===== src/rtl/mem_access_stage.sv =====
//------------------------------------------------------------------------------
// mem_access_stage : MEM stage, runs EX/MEM loads/stores over a req/ack data
//                    port and emits the registered MEM/WB bundle.
// Revision 1.0
//------------------------------------------------------------------------------
`default_nettype none

module mem_access_stage #(
   parameter int ADDR_W  = 10,
   parameter int TIMEOUT = 15
) (
   input  logic              clk,
   input  logic              rst,
   input  logic [70:0]       ex_mem_in,
   output logic              stall,
   output logic              dmem_req,
   output logic              dmem_we,
   output logic [ADDR_W-1:0] dmem_addr,
   output logic [31:0]       dmem_wdata,
   input  logic [31:0]       dmem_rdata,
   input  logic              dmem_ack,
   output logic [35:0]       mem_wb_out,
   output logic              misalign,
   output logic              bus_err
);

   typedef enum logic [0:0] {
      IDLE   = 1'b0,
      ACCESS = 1'b1
   } state_t;

   localparam logic [3:0] c_cnt_last = 4'(TIMEOUT - 1);

   logic        w_reg_write, w_mem_to_reg, w_mem_read, w_mem_write, w_mem_op;
   logic [31:0] w_alu, w_sdata;
   logic [2:0]  w_rd;

   assign w_reg_write  = ex_mem_in[70];
   assign w_mem_to_reg = ex_mem_in[69];
   assign w_mem_read   = ex_mem_in[68];
   assign w_mem_write  = ex_mem_in[67];
   assign w_alu        = ex_mem_in[66:35];
   assign w_sdata      = ex_mem_in[34:3];
   assign w_rd         = ex_mem_in[2:0];
   assign w_mem_op     = w_mem_read | w_mem_write;

   state_t            state_q, state_d;
   logic [3:0]        cnt_q, cnt_d;
   logic              req_q, req_d, we_q, we_d;
   logic [ADDR_W-1:0] addr_q, addr_d;
   logic [31:0]       wdata_q, wdata_d;
   logic [35:0]       wb_q, wb_d;
   logic              mis_q, mis_d, berr_q, berr_d;

   always_comb begin
      state_d = state_q;
      cnt_d   = cnt_q;
      req_d   = req_q;
      we_d    = we_q;
      addr_d  = addr_q;
      wdata_d = wdata_q;
      wb_d    = '0;
      mis_d   = 1'b0;
      berr_d  = 1'b0;
      stall   = 1'b0;
      case (state_q)
         IDLE: begin
            if (w_mem_op) begin
               stall   = 1'b1;
               state_d = ACCESS;
               req_d   = 1'b1;
               we_d    = w_mem_write;
               addr_d  = w_alu[ADDR_W+1:2];
               wdata_d = w_sdata;
               cnt_d   = 4'd0;
               mis_d   = |w_alu[1:0];
            end else begin
               wb_d = {w_reg_write, w_rd, w_alu};
            end
         end
         ACCESS: begin
            if (dmem_ack) begin
               state_d = IDLE;
               req_d   = 1'b0;
               // A set write bit turns the op into a store, so no read data.
               if (w_mem_read && !w_mem_write && w_mem_to_reg)
                  wb_d = {w_reg_write, w_rd, dmem_rdata};
               else
                  wb_d = {w_reg_write, w_rd, w_alu};
            end else if (cnt_q == c_cnt_last) begin
               state_d = IDLE;
               req_d   = 1'b0;
               berr_d  = 1'b1;
            end else begin
               stall = 1'b1;
               cnt_d = cnt_q + 4'd1;
            end
         end
         default: state_d = IDLE;
      endcase
   end

   always_ff @(posedge clk) begin
      if (rst) begin
         state_q <= IDLE;
         cnt_q   <= '0;
         req_q   <= 1'b0;
         we_q    <= 1'b0;
         addr_q  <= '0;
         wdata_q <= '0;
         wb_q    <= '0;
         mis_q   <= 1'b0;
         berr_q  <= 1'b0;
      end else begin
         state_q <= state_d;
         cnt_q   <= cnt_d;
         req_q   <= req_d;
         we_q    <= we_d;
         addr_q  <= addr_d;
         wdata_q <= wdata_d;
         wb_q    <= wb_d;
         mis_q   <= mis_d;
         berr_q  <= berr_d;
      end
   end

   assign dmem_req   = req_q;
   assign dmem_we    = we_q;
   assign dmem_addr  = addr_q;
   assign dmem_wdata = wdata_q;
   assign mem_wb_out = wb_q;
   assign misalign   = mis_q;
   assign bus_err    = berr_q;

endmodule

`default_nettype wire


===== config.mk =====
export PLATFORM = sky130hd
export DESIGN_NAME = mem_access_stage
export DESIGN_NICKNAME = d
export VERILOG_FILES = /design/src/rtl/mem_access_stage.sv
export SDC_FILE = /design/constraint.sdc
export NUM_CORES = 1
export LEC_CHECK = 0
export CORE_UTILIZATION = 38
export DETAILED_ROUTE_END_ITERATION = 8
export HOLD_SLACK_MARGIN = 0.1
export PLACE_DENSITY = 0.8
export SYNTH_ARGS = -nofsm -noshare
export SYNTH_HDL_FRONTEND = slang
export SYNTH_SLANG_ARGS = --single-unit

===== constraint.sdc =====
create_clock -name clk -period 1.7 [get_ports clk]
set_input_delay 0.34 -clock clk [delete_from_list [all_inputs] [get_ports clk]]
set_output_delay 0.34 -clock clk [all_outputs]
set_load 0.02 [all_outputs]

==> out/qor.yml <==
numCtsBuffers: 9
min_path_type: "input port to flop"
clk_pin_slew_ns: 0.09
grt_pass1_wl_mm: 15.03
place.gp.congestion: 0.8057
leakage_uw: 0.002144
finClkSkew_ns: 0.01159
ir_drop_mv: 0.4856
htree_num_levels: 3
synthDistinctLibCells: 32
critPathArrivalTime_ns: 1.31
root_buffer: "clkbuf_8"
ant_nets: 0
synth.top_cell.area_share_pct: 52.06
multi_input_area_um2: 1369
nets: 682
cts.hold.buffers_added: 0
hpwlAfterDp_mm: 7.190
cp-end-kind: "output port"
slowest_delay_ns: 0.63
antenna_found_initial: 0
required_ns: 1.36
setup_viol: 0
wl_per_cell_um: 14.85
ys_top_cells_by_area: "dfxtp_1 (52%), a21oi_1 (12%), nand2_1 (9.8%)"
initialDrtViolationCount: 146
finalHoldViolations: 0
grt_pass1_vias: 3286
avgSynthCellArea_um2: 8.535
regToRegSetupSlack_ns: 0.16
synth_edf_count: 0
finalCriticalPeriod_ns: 1.652
fp-row-count: 33
grt_overflow: 0
async_flop_share_pct: 0
cts_tree: "yes"
core_um2: 8382
critPathBufInv: 1
fin_ws_ns: 0.04787
final_util_pct: 67.02
finalMaxSlewViolations: 0
postSynthCellCount: 392
syn_nets: 500
syn_area_um2: 3346
power.density_nw_per_um2: 855.9
avgViaCountPerCell: 5.095
synth_largest_area_cell: "dfxtp_1"
synth_commonest_cells: "dfxtp_1 (87), nand2_1 (87), a21oi_1 (78)"
seqCellArea_um2: 1743
portBuffers: 188
vias: 3485
cpLargestDelayFamily: "buffers and inverters"
cpMaxStageDelayCell: "clkdlybuf4s50_1"
synth-seq-area-share_pct: 52.06
maxCapViolCount: 0
drc: 0
rsz0062_at_grt: "no"
ys_seq_elements: 87
die_h_um: 95.83
yosysWarnings: 0
synth_flop_cell: "dfxtp_1"
layout-drive-gt1-share_pct: 8.636
firstDrtPassIters: 6
status: "completed"
die-width_um: 95.83
max-slew-margin-rel_pct: 71.32
diodes: 0
dp_slack_ns: -0.4311
startpoint_type: "flop"
wirelength_mm: 10.16
fillers: 684
finalCritPeriodShare_pct: 97.18
path_max_fanout: 2
worst_slew_pin_slew_ns: 0.4303
crit_type: "flop to output port"
clkSinkCount: 87
die_area_um2: 9183
grt.total_usage_pct: 21.17
start_util_pct: 39.92
grt_max_degree: 43
clk_path_buf_depth: 2
clk-insertion-delay-late_ns: 0.35
io_pins: 189
worstPathCellList: "clkdlybuf4s50_1"
syn_to_final_growth_pct: 67.91
max_freq_mhz: 605.3
-- power by group --
group          switching (uW)  internal, uW
Sequential               49.4          2160
Combinational             525           581
Clock                     728           763
Total                    1300          3510
-- worst paths after layout --
kind                start       endpoint  depth (start not counted)
max              dmem_req       dmem_req                          1
min                   rst  dmem_wdata[4]                          2
max reg2reg       state_q  mem_wb_out[4]                          6
min reg2reg  dmem_addr[1]   dmem_addr[1]                          2
-- per-stage QoR --
stage	setup TNS [ns]	power, uW	cell area (um2)	std cells	hold WS (ns)
3_5_place_dp	-13.61	3366	5361	667	0.4461
2_1_floorplan	0	2780	3346	392	0.4617
4_1_cts	0	4849	5575	683	0.4160
5_1_grt	0	5010	5618	684	0.4239
3_3_place_gp	-10.70	3346	5361	667	0.4408
6_report	0	4808	5618	684	0.4252
-- sequential cells by signal, indices dropped and copies added (netlist names) --
signal      count
dmem_req        1
dmem_we         1
dmem_addr      10
state_q         1
mem_wb_out     36
bus_err         1
misalign        1
cnt_q           4
dmem_wdata     32
-- logic make-up (layout without fill, tap and decap cells) --
family,after synthesis,after routing,share of synthesized area (%)
AOI/OAI and AO/OA,87,87,13.99
adders and majority gates,2,2,0.7478
buffers and inverters,41,228,8.040
DFF,87,87,52.06
muxes,1,1,0.2992
and+or+nand+nor,174,174,24.87
-- routing by layer --
metal	routed length, um	track usage [%]	part of all wire [%]	vias to the layer above
met1	4156	24.64	41	1611
li1	-	-	-	1718
met4	168	8.582	1.7	0
met2	4909	35.89	48	139
met5	0	0	0	-
met3	923	6.793	9.1	17
-- layout by cell type, fill, tap and decap left out, types with 3 or more instances in the layout --
| cell type | count |
|---|---|
| nand4_1 | 32 |
| a21oi_1 | 78 |
| nand2_1 | 86 |
| dfxtp_1 | 86 |
| buf_12 | 8 |
| clkdlybuf4s50_1 | 180 |
| and2_1 | 5 |
| nand3_1 | 35 |
| o211ai_1 | 3 |
| nor2_1 | 3 |
| clkbuf_8 | 11 |
| buf_4 | 14 |
| dlymetal6s2s_1 | 6 |
-- timing repair --
item                       CTS  global route
gates cloned                 0             0
buffers inserted             0             1
pin swaps                    0             1
setup endpoints to repair    1            20
resized for setup            7            12
-- layout make-up --
type,count,share of cell area (%)
clock buffer,12,2.762
clock inverter,4,0.9577
inverter,2,0.1336
multi-input combinational,264,24.37
sequential,87,31.02
tap,105,2.339
timing repair buffer,210,38.42
Note: power is estimated with default switching activity, not from simulation.
